[src/rtl/beehive_noc_msg_pkg.sv]
// NoC message definitions shared by every tile: header flit layout and field widths.
`ifndef NOC_DATA_WIDTH
`define NOC_DATA_WIDTH 512
`endif

package beehive_noc_msg;

    localparam int NOC_DATA_W = `NOC_DATA_WIDTH;
    localparam int CHIP_ID_W  = 14;
    localparam int XY_W       = 8;
    localparam int FBITS_W    = 4;
    localparam int MSG_LEN_W  = 22;
    localparam int MSG_TYPE_W = 8;
    localparam int HDR_USED_W = 2 * (CHIP_ID_W + 2 * XY_W + FBITS_W) + MSG_LEN_W + MSG_TYPE_W;
    localparam int HDR_PAD_W  = NOC_DATA_W - HDR_USED_W;

    typedef struct packed {
        logic [CHIP_ID_W-1:0]  dst_chip_id;
        logic [XY_W-1:0]       dst_x;
        logic [XY_W-1:0]       dst_y;
        logic [FBITS_W-1:0]    dst_fbits;
        logic [MSG_LEN_W-1:0]  msg_len;
        logic [MSG_TYPE_W-1:0] msg_type;
        logic [CHIP_ID_W-1:0]  src_chip_id;
        logic [XY_W-1:0]       src_x;
        logic [XY_W-1:0]       src_y;
        logic [FBITS_W-1:0]    src_fbits;
        logic [HDR_PAD_W-1:0]  metadata;
    } noc_hdr_flit;

endpackage

[src/rtl/beehive_udp_msg_pkg.sv]
// UDP message definitions: TX metadata flit, TX message type and payload flit-count helper.
`ifndef NOC_DATA_WIDTH
`define NOC_DATA_WIDTH 512
`endif

package beehive_udp_msg;
    import beehive_noc_msg::*;

    localparam logic [MSG_TYPE_W-1:0] UDP_TX_SEGMENT = 8'd40;
    localparam int UDP_META_USED_W = 32 + 32 + 16 + 16 + 16;
    localparam int UDP_META_PAD_W  = NOC_DATA_W - UDP_META_USED_W;
    localparam int NOC_DATA_BYTES  = NOC_DATA_W / 8;

    typedef struct packed {
        logic [31:0]               src_ip;
        logic [31:0]               dst_ip;
        logic [15:0]               src_port;
        logic [15:0]               dst_port;
        logic [15:0]               data_len;
        logic [UDP_META_PAD_W-1:0] padding;
    } udp_tx_metadata_flit;

    typedef enum logic [1:0] {
        ST_READY = 2'd0,
        ST_HDR   = 2'd1,
        ST_META  = 2'd2,
        ST_DATA  = 2'd3
    } framer_state_e;

    // 17-bit sum keeps 16'hFFFF + (bytes-1) from wrapping
    function automatic logic [16:0] udp_num_data_flits(input logic [15:0] len);
        return ({1'b0, len} + 17'(NOC_DATA_BYTES - 1)) / 17'(NOC_DATA_BYTES);
    endfunction

endpackage

[src/rtl/udp_tx_noc_framer.sv]
// Frames one UDP TX request as NoC header flit, metadata flit, then pass-through payload flits.
`ifndef NOC_DATA_WIDTH
`define NOC_DATA_WIDTH 512
`endif

module udp_tx_noc_framer
    import beehive_noc_msg::*;
    import beehive_udp_msg::*;
#(
    parameter int SRC_X = 0,
    parameter int SRC_Y = 0,
    parameter int DST_X = 0,
    parameter int DST_Y = 0
) (
    input  logic                       clk,
    input  logic                       rst_n,
    input  logic                       src_framer_meta_val,
    input  logic [31:0]                src_framer_meta_src_ip,
    input  logic [31:0]                src_framer_meta_dst_ip,
    input  logic [15:0]                src_framer_meta_src_port,
    input  logic [15:0]                src_framer_meta_dst_port,
    input  logic [15:0]                src_framer_meta_data_len,
    output logic                       framer_src_meta_rdy,
    input  logic                       src_framer_data_val,
    input  logic [`NOC_DATA_WIDTH-1:0] src_framer_data,
    input  logic                       src_framer_data_last,
    output logic                       framer_src_data_rdy,
    output logic                       framer_noc_val,
    output logic [`NOC_DATA_WIDTH-1:0] framer_noc_data,
    input  logic                       noc_framer_rdy,
    output logic                       framer_len_err
);

    localparam int NOC_W = `NOC_DATA_WIDTH;

    generate
        if ($bits(noc_hdr_flit) != NOC_W) begin : g_hdr_width_check
            $fatal(1, "noc_hdr_flit width differs from NOC_DATA_WIDTH");
        end
        if ($bits(udp_tx_metadata_flit) != NOC_W) begin : g_meta_width_check
            $fatal(1, "udp_tx_metadata_flit width differs from NOC_DATA_WIDTH");
        end
    endgenerate

    framer_state_e       state_q;
    framer_state_e       state_d;
    logic [31:0]         src_ip_q;
    logic [31:0]         dst_ip_q;
    logic [15:0]         src_port_q;
    logic [15:0]         dst_port_q;
    logic [15:0]         data_len_q;
    logic [16:0]         flit_cnt_q;
    logic                len_err_q;
    logic                meta_hs_s;
    logic                noc_hs_s;
    logic                cnt_last_s;
    noc_hdr_flit         hdr_flit_s;
    udp_tx_metadata_flit meta_flit_s;

    assign meta_hs_s      = src_framer_meta_val & framer_src_meta_rdy;
    assign noc_hs_s       = framer_noc_val & noc_framer_rdy;
    assign cnt_last_s     = (flit_cnt_q == 17'd1);
    assign framer_len_err = len_err_q;

    // FSM state register
    always_ff @(posedge clk) begin
        if (!rst_n) begin
            state_q <= ST_READY;
        end else begin
            state_q <= state_d;
        end
    end

    // Captured request fields, payload flit down-counter and sticky length error
    always_ff @(posedge clk) begin
        if (!rst_n) begin
            src_ip_q   <= 32'd0;
            dst_ip_q   <= 32'd0;
            src_port_q <= 16'd0;
            dst_port_q <= 16'd0;
            data_len_q <= 16'd0;
            flit_cnt_q <= 17'd0;
            len_err_q  <= 1'b0;
        end else begin
            if (meta_hs_s) begin
                src_ip_q   <= src_framer_meta_src_ip;
                dst_ip_q   <= src_framer_meta_dst_ip;
                src_port_q <= src_framer_meta_src_port;
                dst_port_q <= src_framer_meta_dst_port;
                data_len_q <= src_framer_meta_data_len;
                flit_cnt_q <= udp_num_data_flits(src_framer_meta_data_len);
            end else if ((state_q == ST_DATA) && noc_hs_s) begin
                flit_cnt_q <= flit_cnt_q - 17'd1;
            end
            // The count decides framing; a disagreeing last marker is only flagged
            if ((state_q == ST_DATA) && noc_hs_s && (src_framer_data_last != cnt_last_s)) begin
                len_err_q <= 1'b1;
            end
        end
    end

    // Header and metadata flits are built purely from registered fields, so they hold under stall
    always_comb begin
        hdr_flit_s          = '0;
        hdr_flit_s.dst_x    = XY_W'(DST_X);
        hdr_flit_s.dst_y    = XY_W'(DST_Y);
        hdr_flit_s.src_x    = XY_W'(SRC_X);
        hdr_flit_s.src_y    = XY_W'(SRC_Y);
        hdr_flit_s.msg_len  = MSG_LEN_W'(flit_cnt_q) + 22'd1;
        hdr_flit_s.msg_type = UDP_TX_SEGMENT;

        meta_flit_s          = '0;
        meta_flit_s.src_ip   = src_ip_q;
        meta_flit_s.dst_ip   = dst_ip_q;
        meta_flit_s.src_port = src_port_q;
        meta_flit_s.dst_port = dst_port_q;
        meta_flit_s.data_len = data_len_q;
    end

    // Next-state and handshake outputs
    always_comb begin
        state_d             = state_q;
        framer_src_meta_rdy = 1'b0;
        framer_src_data_rdy = 1'b0;
        framer_noc_val      = 1'b0;
        framer_noc_data     = '0;
        case (state_q)
            ST_READY: begin
                framer_src_meta_rdy = 1'b1;
                if (src_framer_meta_val) begin
                    state_d = ST_HDR;
                end else begin
                    state_d = ST_READY;
                end
            end
            ST_HDR: begin
                framer_noc_val  = 1'b1;
                framer_noc_data = hdr_flit_s;
                if (noc_framer_rdy) begin
                    state_d = ST_META;
                end else begin
                    state_d = ST_HDR;
                end
            end
            ST_META: begin
                framer_noc_val  = 1'b1;
                framer_noc_data = meta_flit_s;
                if (noc_framer_rdy) begin
                    state_d = (data_len_q == 16'd0) ? ST_READY : ST_DATA;
                end else begin
                    state_d = ST_META;
                end
            end
            ST_DATA: begin
                framer_noc_val      = src_framer_data_val;
                framer_noc_data     = src_framer_data;
                framer_src_data_rdy = noc_framer_rdy;
                if (src_framer_data_val && noc_framer_rdy && cnt_last_s) begin
                    state_d = ST_READY;
                end else begin
                    state_d = ST_DATA;
                end
            end
            default: begin
                state_d = ST_READY;
            end
        endcase
    end

endmodule

[config.mk]
export PLATFORM = sky130hd
export DESIGN_NAME = udp_tx_noc_framer
export DESIGN_NICKNAME = d
export VERILOG_FILES = /design/src/rtl/beehive_noc_msg_pkg.sv /design/src/rtl/beehive_udp_msg_pkg.sv /design/src/rtl/udp_tx_noc_framer.sv
export SDC_FILE = /design/constraint.sdc
export NUM_CORES = 1
export LEC_CHECK = 0
export ABC_CLOCK_PERIOD_IN_PS = 4900
export CORE_AREA = 2 2 442 444
export DETAILED_ROUTE_END_ITERATION = 7
export DIE_AREA = 0 0 444 446
export GPL_ROUTABILITY_DRIVEN = 0
export GPL_TIMING_DRIVEN = 0
export PLACE_DENSITY = 0.3
export SLEW_MARGIN = 20
export SYNTH_ARGS = -nofsm -noshare
export SYNTH_HDL_FRONTEND = slang
export SYNTH_SLANG_ARGS = --single-unit
[constraint.sdc]
create_clock -name clk -period 4.9 [get_ports clk]
set_clock_uncertainty 0.15 [all_clocks]
set_input_delay 0.98 -clock clk [delete_from_list [all_inputs] [get_ports clk]]
set_output_delay 0.98 -clock clk [all_outputs]
set_load 0.01 [all_outputs]
Word-level counts from Yosys, hierarchy flattened --
Cells that the tools add are included. Widths: inputs -> output; s select.
Cells by class: bitwise logic cells 3, equal/unequal tests 5, multiplexer cells 12, $add $sub $neg 3, reduce and logical (&&, ||, !) cells 9
Operators by type and width (number):
- $pmux 512 s3 | 1
- $mux 11 | 2
- $add 17x1->18 const B | 1
- $add 16x6->17 const B | 1
- $eq 17x1->1 const B | 1
- $sub 17x1->17 const B | 1
- $logic_not 16->1 | 1
- $mux 2 | 4
- $pmux 2 s4 | 1
- $eq 2x2->1 const B | 2
- $logic_and 1x1->1 | 4
- $reduce_or 2->1 | 2
- $mux 1 | 3
- $and 1x1->1 | 2
- $eq 2x1->1 const B | 1
- $logic_not 2->1 | 1
- $pmux 1 s2 | 1
- $reduce_bool 2->1 | 1
- $ne 1x1->1 | 1
- $not 1->1 | 1
Storage, ports and cells: logic and storage cells 41, register bits 132, output and inout port bits 516

Logic depth before layout (Yosys ltp) --
Gate-level depths: netlist of the first run.
depth after elaboration 7, depth in mapped cells 9, gate-level depth less buffers 7

Least setup slack after synthesis of the first run --
OpenSTA, ideal clock, no wires.
path type reg2out, from register flit_cnt_q[0], to output framer_noc_data[472], arrival 1831 ps, cell stages (with the launch flop) 7, path slack 1939 ps, cell sequence dfxtp_1 -> ha_1 -> nand2_1 -> or4_1 -> nor3b_1 -> o21ai_0 -> a21oi_1
Between the ends: cells in the longest elaborated chain, start to end 2
RTL lines:
- from (decl) | RTL line udp_tx_noc_framer.sv:52 | logic [16:0] flit_cnt_q;
- from (signal assigned) | RTL line udp_tx_noc_framer.sv:91 | flit_cnt_q <= udp_num_data_flits(src_framer_meta_data_len);
- from (signal assigned) | RTL line udp_tx_noc_framer.sv:93 | flit_cnt_q <= flit_cnt_q - 17'd1;
- $add 17x1->18 | RTL line udp_tx_noc_framer.sv:109 | hdr_flit_s.msg_len = MSG_LEN_W'(flit_cnt_q) + 22'd1;
- $pmux 512 s3 | RTL line udp_tx_noc_framer.sv:127 | case (state_q)
- to (decl) | RTL line udp_tx_noc_framer.sv:29 | output logic [`NOC_DATA_WIDTH-1:0] framer_noc_data,
Every way passes these cells.

Worst setup path in the final report of the first run --
from register state_q[1], to output framer_noc_data[506]
Between the ends: cells in the longest elaborated chain, start to end 2, elaborated cells on any way between the ends 4, classes of those cells 3 x eq/ne; 1 x mux
RTL lines:
- from (decl) | RTL line udp_tx_noc_framer.sv:45 | framer_state_e state_q;
- from (signal assigned) | RTL line udp_tx_noc_framer.sv:70 | state_q <= state_d;
- $eq 2x2->1 or $eq 2x1->1 (tied branches) | RTL line udp_tx_noc_framer.sv:127
- $pmux 512 s3 * | RTL line udp_tx_noc_framer.sv:127
Mark *: on every way between the ends. The rest lies on a longest branch, timed or not.

==> metrics.txt, run 1 <==
CTS sink cnt 132; Syn-to-layout area delta 157%; vias 15300; Worst-Margin Slew 1070 ps; DR pass1 iterations 6; routed len/inst 27.5 um; post-synthesis net count 2062; most common cell after layout, fill and taps aside clkdlybuf4s50_1; status complete, no violations; core box area 194000 um2; Highest Signal Layer met5; GRT Util Overall 13.7%; CTS clock-pin slew for the worst setup and hold paths 70 ps; PnR worst setup slack 304 ps; clock root buffer clkbuf_16; # IOs 1146; worst hold slack 310 ps; number of remaining DRC errors 0; EDFF count, synth 0; Max Fclk 0.218 GHz; Final Max Slew Viols 0; Starting DRT DRC Count 1052; die height 446 um; Vias/cell 2.96; final period utilization 93.8%; wire length on met2 75300 um; gr ovfl total 0; Inst Count DP 5113; Synth top area share 27.0%; Clk network pwr share 39.2%; combinational family with the most area after synthesis simple AND/OR/NAND/NOR gates; Sw Ratio 33.2%; Pleak 0.00814 uW; largest area contributor in the netlist dfxtp_1; Synth area leaders dfxtp_1 27%, and2_1 26%, nand2_1 9.4%; final std cells w/o fill 5168; combinational share of power 27.9%; critical path cell sequence inv_1, ha_1, clkbuf_1, clkbuf_1, clkbuf_1, nor2_1, clkdlybuf4s50_1; simple-gate area share of the yosys netlist 44.6%; DRT met1 WL 53100 um; first-pass GRT wire length 174000 um; CP Launch Type register; crit path time final 4600 ps; Mapped Area 9800 um2; max-cap viol count 0; Setup CP Type reg -> out; Num CTS Buffers 17; Mapped Cells 1425; die area 198000 um2; Starting Density 5.06%; setup repair after global routing missed its margin false; Final ANT Viol Nets 0; synth unique cells 45; met3 WL 8290 um; Largest stage delay, worst path 750 ps; nets 3227; initial antenna violation count 70; final hold vios 0; dpl ws -1200 ps; synthesized-area fraction occupied by adder cells 0.894%; Compound-Gate Fraction of Synth Area 18.9%; TritonCTS clock tree yes; Main synth FF type dfxtp_1; vias in the first global route 15000; worst rel slew slack 27.9%; CP Buf/Inv Count 5; reg-to-reg slack, setup 1380 ps; maximum VDD drop 0.221 mV; port bufs 1145; crit path DAT 3470 ps; critical path peak fanout 10; slowest CP cell clkbuf_1; P_int 2420 uW; WP data required 3770 ps; CP Capture Type primary output; Yosys warnings 0; delay-heaviest family, CP buffers and inverters; largest net degree at the start of global routing 17; syn_area_per_cell 6.88 um2; worst-skew pair later-pin latency 500 ps; most used cell, CP clkbuf_1; synthesis-stage register bit count 132; Placed Area 24500 um2; post-route cell area 25200 um2; total power divided by cell area 144 nW/um2; Synth Area in XOR/XNOR 2.95%; Row Count 162; P_sw 1200 uW; Async S/R FF share, synth 0%; Final Setup Violations 0; final WL 142000 um; sequential share of power 32.9%; H-Tree Depth 4; multiplexer area fraction after synthesis 0%; sequential fraction of the synthesis area 27.0%; most frequent cells in the layout 1144 x clkdlybuf4s50_1, 402 x and2_1, 246 x nand2_1; layout cells sized above 1 2.96%; final core occ 13.0%; HPWL after DPL 126000 um; Hold Crit Class reg -> reg; Chip Width 444 um; CTS Buffer Depth 2
==> worst paths after layout <==
check                      from                   end  cells past startpoint
setup / recovery     state_q[1]  framer_noc_data[506]                      7
hold / removal    src_port_q[0]         src_port_q[0]                      2
hold reg to reg   src_port_q[0]         src_port_q[0]                      2
setup reg to reg     state_q[1]         src_port_q[6]                      8
==> power by group through the flow <==
stage | Clock (uW) | Combinational (uW) | Sequential, uW
after global placement | 0 | 1030 | 1220
after floorplan | 0 | 224 | 1190
after detailed placement | 0 | 1020 | 1220
after CTS | 1520 | 1030 | 1200
after global routing | 1520 | 1080 | 1200
final | 1420 | 1010 | 1190
==> layout make-up <==
| type | count | area [um2] |
|---|---|---|
| timing repair buffer | 1146 | 11500 |
| antenna | 23 | 57.6 |
| clock inverter | 14 | 158 |
| buffer | 135 | 593 |
| sequential | 132 | 2640 |
| tap | 2542 | 3180 |
| fill | 22300 | 168000 |
| inverter | 8 | 30.0 |
| multi-input combinational | 1150 | 6610 |
| clock buffer | 18 | 439 |
==> registers in the layout, summed over array words and instances (netlist names) <==
name            flops
dst_ip_q           32
src_ip_q           32
flit_cnt_q         17
data_len_q         16
dst_port_q         16
src_port_q         16
state_q             2
framer_len_err      1
==> synth_stat cells (all sizes together), types with 3 or more instances <==
cell type	number
and2	402
nand2	246
dfxtp	132
nor2	125
clkbuf	116
a22oi	99
a21boi	68
a21oi	59
buf	19
xnor2	18
xor2	15
nand3	14
a222oi	13
nor4	13
o21ai	11
nand4	10
nor3	9
inv	8
ha	7
and3	5
o22ai	5
or4	5
a31oi	4
or3	4
nand3b	3
==> cells by family after synthesis <==
| kind of cell | Yosys count |
|---|---|
| AOI/OAI and AO/OA | 266 |
| adders and majority gates | 7 |
| xor gates and xnor gates | 33 |
| and+or+nand+nor | 844 |
| DFF | 132 |
| buffers and inverters | 143 |
==> repair_timing <==
item                                    in CTS  in global routing
pin swaps                                    0                  0
endpoints found under the setup margin     369                 12
hold buffers                                 0                  0
cloned                                       0                  0
gates resized for setup                     33                  6
buffers inserted                             0                  0
==> tightest hold or removal path: cells and delay by family, from the launching register on <==
kind,cells,cell delay [ps]
flops,1,310
compound gates,1,50
simple gates,1,50
==> routing by layer <==
layer	global-route usage, %	vias to the layer above
met5	0	-
met4	4.75	14
met3	3.32	166
met2	25.7	687
met1	14.8	7328
li1	-	7081
==> metrics by stage <==
step                      TNS (ps)  power (uW)
final                            0        3630
after global routing             0        3800
after CTS                    -2.69        3740
after detailed placement    -22270        2250
after global placement     -105340        2250
after floorplan                  0        1410
(Power assumes the default switching activity.)
==> run 2: changes to the inputs <==
HOLD_SLACK_MARGIN = 0.06   (was unset)
==> results of run 2 <==
No change in the layout: final DEF, timing and power equal those of run 1.
==> run 3: changes to the inputs <==
GPL_TIMING_DRIVEN = unset   (was 0)
==> run 3 against run 2 <==
  * Sequential cell count unchanged
  * Routed wire length down 12%
  * Final cell count fell by 2.1%
  * Critical path type unchanged
  * Critical endpoint is now framer_noc_data[470]
  * Largest cell class unchanged
  * Largest power group unchanged
==> metrics.txt, run 3 (same netlist as run 1, synthesis figures left out) <==
status complete, no violations; hold path start dst_ip_q[0]; number of remaining DRC errors 0 (unchanged); Row Count 162 (unchanged); vias in the first global route 14200 (-5.5%); Vias/cell 2.89 (-2.4%); total power divided by cell area 143 nW/um2 (-0.68%); # fillers 22200 (-0.076%); clock root buffer clkbuf_16; core box area 194000 um2 (unchanged); Worst R2R Start state_q[1]; Chip Width 444 um (unchanged); CTS Buffer Depth 2 (unchanged); final core occ 12.9% (-0.13 points); Placed Area 24300 um2 (-0.63%); CTS sink cnt 132 (unchanged); worst setup path startpoint flit_cnt_q[3]; largest net degree at the start of global routing 100 (+83); critical path peak fanout 10 (unchanged); CP Launch Type register; vias 14600 (-4.5%); DR pass1 iterations 5 (-1); WP data required 3770 ps (about the same); Starting DRT DRC Count 1007 (-4.3%); first-pass GRT wire length 156000 um (-11%); Final ANT Viol Nets 0 (unchanged); Largest regs dst_ip_q (32), src_ip_q (32), flit_cnt_q (17); most common cell after layout, fill and taps aside clkdlybuf4s50_1; Worst-Margin Slew 758 ps (-314 ps); Setup CP Type reg -> out; maximum VDD drop 0.267 mV (+21%); Setup Buffers After CTS 0 (unchanged); Num CTS Buffers 17 (unchanged); layout cells sized above 1 3.28% (+0.32 points); gr ovfl total 0 (unchanged); Hold Crit Class reg -> reg; # IOs 1146 (unchanged); Hold Buf Count CTS 0 (unchanged); Syn-to-layout area delta 154%; Final TNS setup 0 ps (unchanged); nets 3126 (-3.1%); worst rel slew slack 49.5% (+22 points); final hold vios 0 (unchanged); Starting Density 5.06% (unchanged); worst-skew pair later-pin latency 510 ps (about the same); setup repair after global routing missed its margin false; Final Max Slew Viols 0 (unchanged); CTS clock-pin slew for the worst setup and hold paths 70 ps (about the same); final WL 125000 um (-12%); TritonCTS clock tree yes; final period utilization 89.0% (-4.8 points); max-cap viol count 0 (unchanged); initial antenna violation count 61 (-13%); post-route cell area 24900 um2 (-1.0%); die height 446 um (unchanged); Max Fclk 0.229 GHz (+5.4%); PnR worst setup slack 537 ps (+233 ps); HPWL after DPL 108000 um (-14%); crit path time final 4360 ps (-233 ps); most frequent cells in the layout 1144 x clkdlybuf4s50_1, 401 x and2_1, 245 x nand2_1; routed len/inst 24.8 um (-9.9%); PostCTS Resize Cnt 0 (-100%); die area 198000 um2 (unchanged); crit path DAT 3230 ps (-240 ps); GRT Util Overall 12.0% (-1.7 points); Final Setup Violations 0 (unchanged); port bufs 1145 (unchanged); dpl ws 540 ps (+1740 ps); CP Capture Type primary output; Pleak 0.00804 uW (-1.2%); H-Tree Depth 4 (unchanged); Total Power 3570 uW (-1.7%)
==> run 3: final timing paths <==
| check | endpoint | slack (ps) | cells after the start |
|---|---|---|---|
| max reg2reg | flit_cnt_q[7] | 1780 | 7 |
| max | framer_noc_data[470] | 540 | 6 |
| min reg2reg | dst_ip_q[0] | 310 | 2 |
| min | dst_ip_q[0] | 310 | 2 |
==> run 3: where the power goes <==
group          internal (uW)  total (uW)  leakage, uW  switching (uW)
sequential              1140        1200      0.00108            60.9
clock                    757        1420     0.000277             664
combinational            552         949      0.00668             397
total                   2450        3570      0.00804            1120
==> run 3: cell type report <==
type	instances	area, um2	share of cell area [%]
inverter	8	30.0	0.120
sequential	132	2640	10.6
clock buffer	19	433	1.74
antenna	13	32.5	0.130
multi-input combinational	1150	6660	26.7
timing repair buffer	1180	11800	47.4
tap	2542	3180	12.8
clock inverter	13	148	0.592
==> run 3: critical path, cell delays in order, from the launching register on <==
cell,delay (ps)
dfxtp_1,550
nand4_1,360
or4_1,640
nor3_1,170
o21ai_0,220
a21oi_1,240
clkdlybuf4s50_1,550
==> run 3: metrics by stage <==
| step | hold slack, ps | std cells |
|---|---|---|
| after floorplan | 287 | 1425 |
| after global placement | 300 | 5012 |
| after detailed placement | 303 | 5012 |
| after CTS | 312 | 5044 |
| after global routing | 332 | 5052 |
| final | 313 | 5057 |
==> run 3: per-layer routing <==
metal / global-route usage, % / routed length, um / vias to the layer above
met1: 13.1 / 47100 / 6991
li1: - / - / 6840
met5: 0 / 130 / -
met2: 21.9 / 65800 / 626
met4: 3.64 / 3340 / 18
met3: 3.77 / 8950 / 117
